==> src/rtl/tone_pkg.sv <==
// Shared types, constants and the divisor table for multi_tone_gen.
// Optional build macro used by the top: TONE_MIX_EN (adds mix_out).
package tone_pkg;

   localparam int NOTE_REST = 13;   // first note index that means "rest"
   localparam int TBL_DEPTH = 14;   // 13 pitched entries plus one rest entry
   localparam int TBL_W     = 8;    // raw table entry width

   typedef struct packed {
      logic [3:0] note;
      logic       highkey;
      logic [1:0] octave;
   } note_cmd_t;

   // Bank 0 is the normal key, bank 1 the high key; the last entry is the rest.
   localparam logic [TBL_W-1:0] BANK0 [TBL_DEPTH] = '{
      8'h33, 8'h30, 8'h56, 8'h2B, 8'h5B, 8'h4D, 8'h26,
      8'h28, 8'h40, 8'h20, 8'h44, 8'h22, 8'h39, 8'h00};
   localparam logic [TBL_W-1:0] BANK1 [TBL_DEPTH] = '{
      8'h30, 8'h2D, 8'h51, 8'h28, 8'h56, 8'h48, 8'h24,
      8'h26, 8'h3D, 8'h1E, 8'h40, 8'h20, 8'h36, 8'h00};

   // Raw divisor for a note; every index at or above the rest index maps to 0.
   function automatic logic [TBL_W-1:0] tbl_entry(input logic bank, input logic [3:0] idx);
      logic [3:0] i;
      i = (idx >= 4'(NOTE_REST)) ? 4'(NOTE_REST) : idx;
      return bank ? BANK1[i] : BANK0[i];
   endfunction

endpackage

==> src/rtl/tone_div_table.sv <==
// Combinational note-to-divisor lookup: bank select, then octave right-shift.
module tone_div_table
   import tone_pkg::*;
#(
   parameter int DIV_W = 10
) (
   input  note_cmd_t        cmd,
   output logic [DIV_W-1:0] div
);

   // Zero-extend the table entry, then shift down by the octave.
   always_comb begin
      div = DIV_W'(tbl_entry(cmd.highkey, cmd.note)) >> cmd.octave;
   end

endmodule

==> src/rtl/multi_tone_gen.sv <==
// Multi-channel square-wave tone generator. Each channel divides a prescaled
// tick by a table divisor; new notes take effect at the next half-period edge.
// Optional build macro: TONE_MIX_EN adds a registered popcount output mix_out.
module multi_tone_gen
   import tone_pkg::*;
#(
   parameter int  NUM_CH   = 2,
   parameter int  DIV_W    = 10,
   parameter int  PRESCALE = 256,
   localparam int CH_W     = (NUM_CH > 1) ? $clog2(NUM_CH) : 1,
   localparam int MIX_W    = $clog2(NUM_CH + 1)
) (
   input  logic              clk,
   input  logic              rst,
   input  logic              cmd_valid,
   output logic              cmd_ready,
   input  logic [CH_W-1:0]   cmd_ch,
   input  logic [3:0]        cmd_note,
   input  logic              cmd_highkey,
   input  logic [1:0]        cmd_octave,
   output logic [NUM_CH-1:0] tone_out
`ifdef TONE_MIX_EN
   ,
   output logic [MIX_W-1:0]  mix_out
`endif
);

   // Channel state lives here rather than in the package because its widths follow DIV_W.
   typedef struct packed {
      logic [DIV_W-1:0] active;
      logic [DIV_W-1:0] pending;
      logic [DIV_W-1:0] counter;
      logic             pend_flag;
      logic             phase;
   } chan_state_t;

   // Reload value for a divisor; a zero divisor parks the counter at 0.
   function automatic logic [DIV_W-1:0] load_count(input logic [DIV_W-1:0] d);
      return (d == '0) ? '0 : d - 1'b1;
   endfunction

   logic tick;

   generate
      if (PRESCALE == 1) begin : g_no_presc
         assign tick = 1'b1;
      end else begin : g_presc
         localparam int PW = $clog2(PRESCALE);
         logic [PW-1:0] presc_reg;

         // Free-running prescaler wrapping at PRESCALE-1.
         always_ff @(posedge clk or posedge rst) begin
            if (rst) begin
               presc_reg <= '0;
            end else if (presc_reg == PW'(PRESCALE - 1)) begin
               presc_reg <= '0;
            end else begin
               presc_reg <= presc_reg + 1'b1;
            end
         end

         assign tick = (presc_reg == PW'(PRESCALE - 1));
      end
   endgenerate

   note_cmd_t        cmd;
   logic [DIV_W-1:0] cmd_div;
   logic             ch_ok;
   logic             accept;
   logic [NUM_CH-1:0] pend_flags;

   assign cmd = '{note: cmd_note, highkey: cmd_highkey, octave: cmd_octave};

   tone_div_table #(.DIV_W(DIV_W)) u_div_table (
      .cmd (cmd),
      .div (cmd_div)
   );

   assign ch_ok  = (int'(cmd_ch) < NUM_CH);
   assign accept = cmd_valid && cmd_ready && ch_ok;

   // Ready follows the target channel's pending slot; unknown channels always accept and drop.
   always_comb begin
      cmd_ready = 1'b1;
      if (ch_ok) begin
         cmd_ready = !pend_flags[cmd_ch];
      end
   end

   genvar gi;
   generate
      for (gi = 0; gi < NUM_CH; gi++) begin : g_ch
         chan_state_t st_reg;
         logic        ch_acc;

         assign ch_acc = accept && (int'(cmd_ch) == gi);

         // Per-channel divider: capture commands, apply them at a safe point, count ticks.
         always_ff @(posedge clk or posedge rst) begin
            if (rst) begin
               st_reg <= '0;
            end else begin
               if (ch_acc) begin
                  st_reg.pending   <= cmd_div;
                  st_reg.pend_flag <= 1'b1;
               end
               if (st_reg.active == '0) begin
                  // Silent: nothing to glitch, so start right away without waiting for a tick.
                  if (st_reg.pend_flag) begin
                     st_reg.active    <= st_reg.pending;
                     st_reg.counter   <= load_count(st_reg.pending);
                     st_reg.pend_flag <= 1'b0;
                  end
               end else if (tick) begin
                  if (st_reg.counter != '0) begin
                     st_reg.counter <= st_reg.counter - 1'b1;
                  end else if (st_reg.pend_flag) begin
                     // Half-period boundary: swap in the new divisor; a rest parks the output low.
                     st_reg.active    <= st_reg.pending;
                     st_reg.counter   <= load_count(st_reg.pending);
                     st_reg.phase     <= (st_reg.pending != '0) ? ~st_reg.phase : 1'b0;
                     st_reg.pend_flag <= 1'b0;
                  end else begin
                     st_reg.counter <= st_reg.active - 1'b1;
                     st_reg.phase   <= ~st_reg.phase;
                  end
               end
            end
         end

         assign tone_out[gi]   = st_reg.phase;
         assign pend_flags[gi] = st_reg.pend_flag;
      end
   endgenerate

`ifdef TONE_MIX_EN
   logic [MIX_W-1:0] mix_next;

   // Number of channels currently high.
   always_comb begin
      mix_next = '0;
      for (int i = 0; i < NUM_CH; i++) begin
         mix_next = mix_next + MIX_W'(tone_out[i]);
      end
   end

   // Register the count so the mix lags tone_out by one clock.
   always_ff @(posedge clk or posedge rst) begin
      if (rst) begin
         mix_out <= '0;
      end else begin
         mix_out <= mix_next;
      end
   end
`endif

endmodule
==> config.mk <==
export PLATFORM = sky130hd
export DESIGN_NAME = multi_tone_gen
export DESIGN_NICKNAME = d
export VERILOG_FILES = /design/src/rtl/tone_pkg.sv /design/src/rtl/tone_div_table.sv /design/src/rtl/multi_tone_gen.sv
export SDC_FILE = /design/constraint.sdc
export NUM_CORES = 1
export LEC_CHECK = 0
export ABC_AREA = 0
export BUFFER_PORTS_ARGS = -buffer_cell sky130_fd_sc_hd__clkbuf_2
export CORE_MARGIN = 3
export CORE_UTILIZATION = 45
export DETAILED_ROUTE_END_ITERATION = 10
export GPL_ROUTABILITY_DRIVEN = 0
export PLACE_DENSITY = 0.63
export REMOVE_ABC_BUFFERS = 1
export SLEW_MARGIN = 10
export SYNTH_ARGS = -nofsm -noshare
export SYNTH_HDL_FRONTEND = slang
export SYNTH_SLANG_ARGS = --single-unit
==> constraint.sdc <==
create_clock -name clk -period 3.3 [get_ports clk]
set_clock_uncertainty 0.15 [all_clocks]
set_input_delay 0.66 -clock clk [delete_from_list [all_inputs] [get_ports clk]]
set_output_delay 0.66 -clock clk [all_outputs]
set_load 0.01 [all_outputs]
==> results of run 1 <==
==> stage by stage <==
step / hold WS [ns] / area, um2 / utilization / instances / worst slack (ns)
2_1_floorplan: 0.310 / 4080 / - / 449 / 0.807
3_3_place_gp: 0.341 / 4350 / 0.490 / 580 / 0.560
3_5_place_dp: 0.340 / 4350 / 0.490 / 580 / 0.498
4_1_cts: 0.262 / 4530 / 0.510 / 595 / 0.521
5_1_grt: 0.285 / 4530 / 0.510 / 595 / 0.329
6_report: 0.256 / 4530 / 0.510 / 595 / 0.526
==> final cells by class <==
class,count,share of cell area
Multi-Input combinational cell,367,0.551
Tap cell,108,0.0298
Sequential cell,60,0.331
Clock inverter,4,0.00552
Inverter,22,0.0182
Timing Repair Buffer,23,0.0309
Clock buffer,11,0.0334
==> critical path, stage by stage, from the launching register on <==
cell and delay, ns:
dfrtp_1 0.41, inv_1 0.13, ha_1 0.25, or4b_2 0.70
o31ai_4 0.33, a21oi_1 0.12, a2111oi_0 0.47, nor3_1 0.09
==> layout by cell type (no fill, tap or decap), types with 8 or more instances in the layout <==
cell type | netlist | layout
mux2i_1 | 9 | 9
clkbuf_2 | 0 | 13
mux2_2 | 11 | 11
nor3_1 | 16 | 16
ha_1 | 8 | 8
clkbuf_8 | 1 | 11
inv_1 | 22 | 21
xor2_1 | 8 | 8
nor2_1 | 38 | 38
a21oi_1 | 34 | 34
o31ai_1 | 12 | 12
dfrtp_1 | 60 | 60
nand3_1 | 21 | 21
xnor2_1 | 12 | 12
a211oi_1 | 9 | 9
nand2_1 | 36 | 36
buf_4 | 2 | 10
o21ai_0 | 28 | 28
==> layer usage <==
layer | track usage | vias to the layer above | wire, um
li1 | - | 1800 | -
met1 | 0.280 | 1746 | 4740
met2 | 0.310 | 86 | 4420
met3 | 0.0406 | 10 | 410
met4 | 0.0434 | 0 | 89
met5 | 0 | - | 0
==> Yosys cell counts, types with 4 or more instances <==
master | number | area, um2
dfrtp_1 | 60 | 1500
nor2_1 | 38 | 143
nand2_1 | 36 | 135
a21oi_1 | 34 | 170
o21ai_0 | 28 | 140
inv_1 | 22 | 82.6
nand3_1 | 21 | 105
nor3_1 | 16 | 80.1
clkbuf_1 | 14 | 52.6
o31ai_1 | 12 | 90.1
xnor2_1 | 12 | 105
mux2_2 | 11 | 124
a211oi_1 | 9 | 67.6
mux2i_1 | 9 | 90.1
ha_1 | 8 | 100
xor2_1 | 8 | 70.1
a31oi_1 | 7 | 43.8
or4_1 | 7 | 52.6
and2_1 | 6 | 37.5
nor4_1 | 6 | 37.5
o221ai_1 | 6 | 52.6
and3_1 | 5 | 31.3
mux2_4 | 5 | 75.1
or3_1 | 5 | 31.3
a21boi_0 | 4 | 30.0
buf_2 | 4 | 20.0
nor3b_1 | 4 | 30.0
o211ai_1 | 4 | 30.0
o22ai_1 | 4 | 25.0
==> path summary, 6_finish.rpt <==
check	start	cells past startpoint	end	slack [ns]
min reg2reg	g_presc.presc_reg[5]	1	g_presc.presc_reg[5]	0.36
max	g_ch[1].st_reg[12]	7	g_ch[1].st_reg[7]	0.53
min	rst	2	g_ch[1].st_reg[10]	0.26
min in group clk	g_presc.presc_reg[5]	1	g_presc.presc_reg[5]	0.36
max in group asynchronous	rst	3	g_ch[0].st_reg[10]	2.06
max reg2reg	g_ch[1].st_reg[12]	7	g_ch[1].st_reg[7]	0.53
==> logic make-up after synthesis <==
logic type      Yosys count
simple gates            171
compound gates          140
flops                    60
buf+inv                  47
mux                      28
xor+xnor                 20
fa+ha+maj                 8
==> power breakdown <==
group          internal, mW  switching (mW)
registers             0.901           0.279
logic                 0.471           0.529
clock network         0.306           0.291
total                  1.68            1.10
==> out/qor.yml, run 1 <==
status: "completed"
crit_arrival_ns: 2.83
synth_seq_area_share: 0.357
clk_pin_slew_ns: 0.07
numCtsBuffers: 9
dieWidth_um: 103
cts_buffer_depth: 2
largest_reg_flops: 50
synth.distinct_cells: 75
regArea_um2: 1500
dr.first_iter.drc_count: 186
avgSynthCellArea_um2: 8.87
tightest_slew_ns: 0.679
power.leakage_nw: 1.92
synth_xor_area_frac: 0.0417
grt_max_degree: 33
synth_cells: 474
grt_pass1_wl_um: 16700
cts_tree: "yes"
syn_to_final_growth_pct: 7.80
num_vias: 3642
worst-endpoint-required_ns: 3.36
track_usage: 0.197
overflow: 0
synth_flop_cell: "dfrtp_1"
drive_gt1_frac: 0.152
rows: 34
synth-edff-count: 0
rsz0062_at_grt: "no"
worstSkewPairLatency_ns: 0.34
fin_crit_ns: 2.77
place_hpwl_um: 7160
critPathCaptureType: "register"
routed_wl_um: 9650
startpoint_type: "register"
fmax_mhz: 361
vdd_ir_drop_max_uv: 398
synth_compound_area_frac: 0.226
fillCellCount: 829
numPortBuffers: 13
critPathMaxFanout: 6
power.total_mw: 2.78
cap_violations: 0
hp-class: "primary input to async pin"
first_pass_iters: 5
multi_input_area_um2: 2490
cts_resized: 0
root_buffer: "clkbuf_8"
worstSetupPathType: "register to register"
setup_tns_ns: 0
die_area_um2: 10500
ys_warn_count: 0
initial_core_util: 0.473
antenna_found_initial: 0
synth_top_family_by_area: "compound AO/OA/AOI/OAI gates"
yosys.area_share.simple: 0.217
post_cts_buffers: 0
cts_hold_buffers: 0
yosys_register_bits: 60
ant_nets: 0
maxSlewViolCount: 0
cts_sinks: 60
worst_slew_margin_rel: 0.547
n_antenna_cell: 0
post_drt_wl_per_cell_um: 16.2
layout.nets: 502
yosys-mux-area-fraction: 0.0848
core_um2: 8890
hold_viol: 0
async_reset_ff_frac: 1.00
route.detailed.drc: 0
ios: 14
grt_pass1_vias: 3488
p_per_area_nw_per_um2: 613
synth.cell_area_um2: 4200
setup_violations: 0
htree_levels: 3
die_y_um: 103
min_period_over_period: 0.840
synthAdderAreaFrac: 0.0238
avgViaCountPerCell: 6.12
Note: power is estimated with default switching activity, not from simulation.
==> run 2, diff against run 1 <==
clock period = 2.8 ns   (was 3.3 ns; I/O delays follow)
==> run 2 against run 1 <==
Sequential share of layout area fell by 0.58 points. Clock power grew 26%. Design area grew 1.8%. Largest cell class unchanged. Critical path depth stayed put. Count of clock-buffer cells in the layout stayed put.
==> out/qor.yml, run 2 (synthesized netlist as in run 1, its figures left out) <==
post_cts_buffers: 0
routed_wl_um: 9830
numCtsBuffers: 9
route.met3.wl_um: 310
vdd_ir_drop_max_uv: 399
grt_pass1_vias: 3479
wl_met1_um: 4970
critPathMaxFanout: 7
final_cell_mix: "60 x dfrtp_1, 38 x nor2_1, 36 x nand2_1, 34 x a21oi_1, 28 x o21ai_0"
wl_met2_um: 4400
tightest_slew_ns: 1.02
fin_crit_ns: 2.65
route.detailed.drc: 0
min_period_over_period: 0.946
largest_reg_flops: 50
worstSkewPairLatency_ns: 0.34
worstSetupPathType: "register to register"
power.leakage_nw: 1.96
regArea_um2: 1500
antenna_found_initial: 0
drive_gt1_frac: 0.164
syn_to_final_growth_pct: 9.71
p_per_area_nw_per_um2: 725
worst-endpoint-required_ns: 2.83
htree_levels: 3
die_y_um: 103
layout_setup_ws_ns: 0.151
ios: 14
layout_commonest_cell: "dfrtp_1"
rows: 34
startpoint_type: "register"
n_antenna_cell: 0
fmax_mhz: 378
num_vias: 3646
track_usage: 0.201
clk_pin_slew_ns: 0.07
root_buffer: "clkbuf_8"
fin_util: 0.519
fillCellCount: 851
crit_arrival_ns: 2.68
post_drt_wl_per_cell_um: 16.3
hold_viol: 0
avgViaCountPerCell: 6.05
cts_sinks: 60
core_um2: 8890
worst_r2r_path_depth: 7
initial_core_util: 0.473
critPathCaptureType: "register"
layout.nets: 509
numPortBuffers: 13
cts_tree: "yes"
place_hpwl_um: 7290
status: "completed"
power.total_mw: 3.34
die_area_um2: 10500
overflow: 0
post-place-ws_ns: 0.177
maxSlewViolCount: 0
cts_buffer_depth: 2
grt_max_degree: 44
highest_layer: "met4"
multi_input_area_um2: 2500
ant_nets: 0
dr.first_iter.drc_count: 201
hp-class: "primary input to async pin"
dieWidth_um: 103
grt_pass1_wl_um: 17000
setup_violations: 0
cap_violations: 0
worst_slew_margin_rel: 0.316
setup_tns_ns: 0
first_pass_iters: 5
## run 2: cell count changes in the layout (fill, tap and decap cells not counted), sizes merged
cell / previous run / this run
buf: 10 / 17
bufinv: 0 / 1
clkinv: 2 / 3
clkinvlp: 2 / 1
## run 2: power breakdown
group / total (mW) / internal (mW) / switching [mW]
combinational: 1.18 / 0.566 / 0.617
clock: 0.751 / 0.407 / 0.344
sequential: 1.41 / 1.06 / 0.345
total: 3.34 / 2.03 / 1.31
## run 2: per-layer routing
| metal | vias to the layer above | GRT usage |
|---|---|---|
| li1 | 1816 | - |
| met1 | 1755 | 0.291 |
| met3 | 13 | 0.0298 |
| met2 | 62 | 0.305 |
| met5 | - | 0 |
| met4 | 0 | 0.0757 |
## run 2: worst paths after layout
check	endpoint	from	slack (ns)
worst max-delay path	g_ch[1].st_reg[5]	g_ch[1].st_reg[22]	0.15
worst min-delay path	g_ch[1].st_reg[9]	rst	0.03
worst max register to register	g_ch[1].st_reg[5]	g_ch[1].st_reg[22]	0.15
worst min register to register	g_presc.presc_reg[7]	g_presc.presc_reg[7]	0.35
max in group asynchronous	g_ch[1].st_reg[12]	rst	1.90
min in group clk	g_presc.presc_reg[7]	g_presc.presc_reg[7]	0.35
## run 2: final cells by class
| class | instances | share of cell area |
|---|---|---|
| multi-input combinational | 367 | 0.543 |
| sequential | 60 | 0.326 |
| timing repair buffer | 30 | 0.0445 |
| tap | 108 | 0.0293 |
| clock buffer | 11 | 0.0285 |
| inverter | 22 | 0.0179 |
| clock inverter | 5 | 0.0114 |
## run 2: worst max-delay path, cell delays in order, from the launching register on
cell and delay (ns):
dfrtp_1 0.40, inv_1 0.09, ha_1 0.26, nor2b_1 0.21
a211oi_1 0.88, nand2_1 0.19, a21oi_1 0.24, a311oi_1 0.07
## run 2: through the flow
step	instance area, um2	std cells	hold WS, ns
floorplan	4080	449	0.310
global placement	4420	587	0.330
detailed placement	4420	587	0.341
CTS	4600	603	0.0468
global route	4610	603	0.0566
finish	4610	603	0.0328
## run 2: what timing repair did
| item | 4_1_cts | 5_1_grt |
|---|---|---|
| hold buffers | 0 | 0 |
| gates resized for setup | 0 | 1 |
| endpoints found under the setup margin | 0 | 1 |
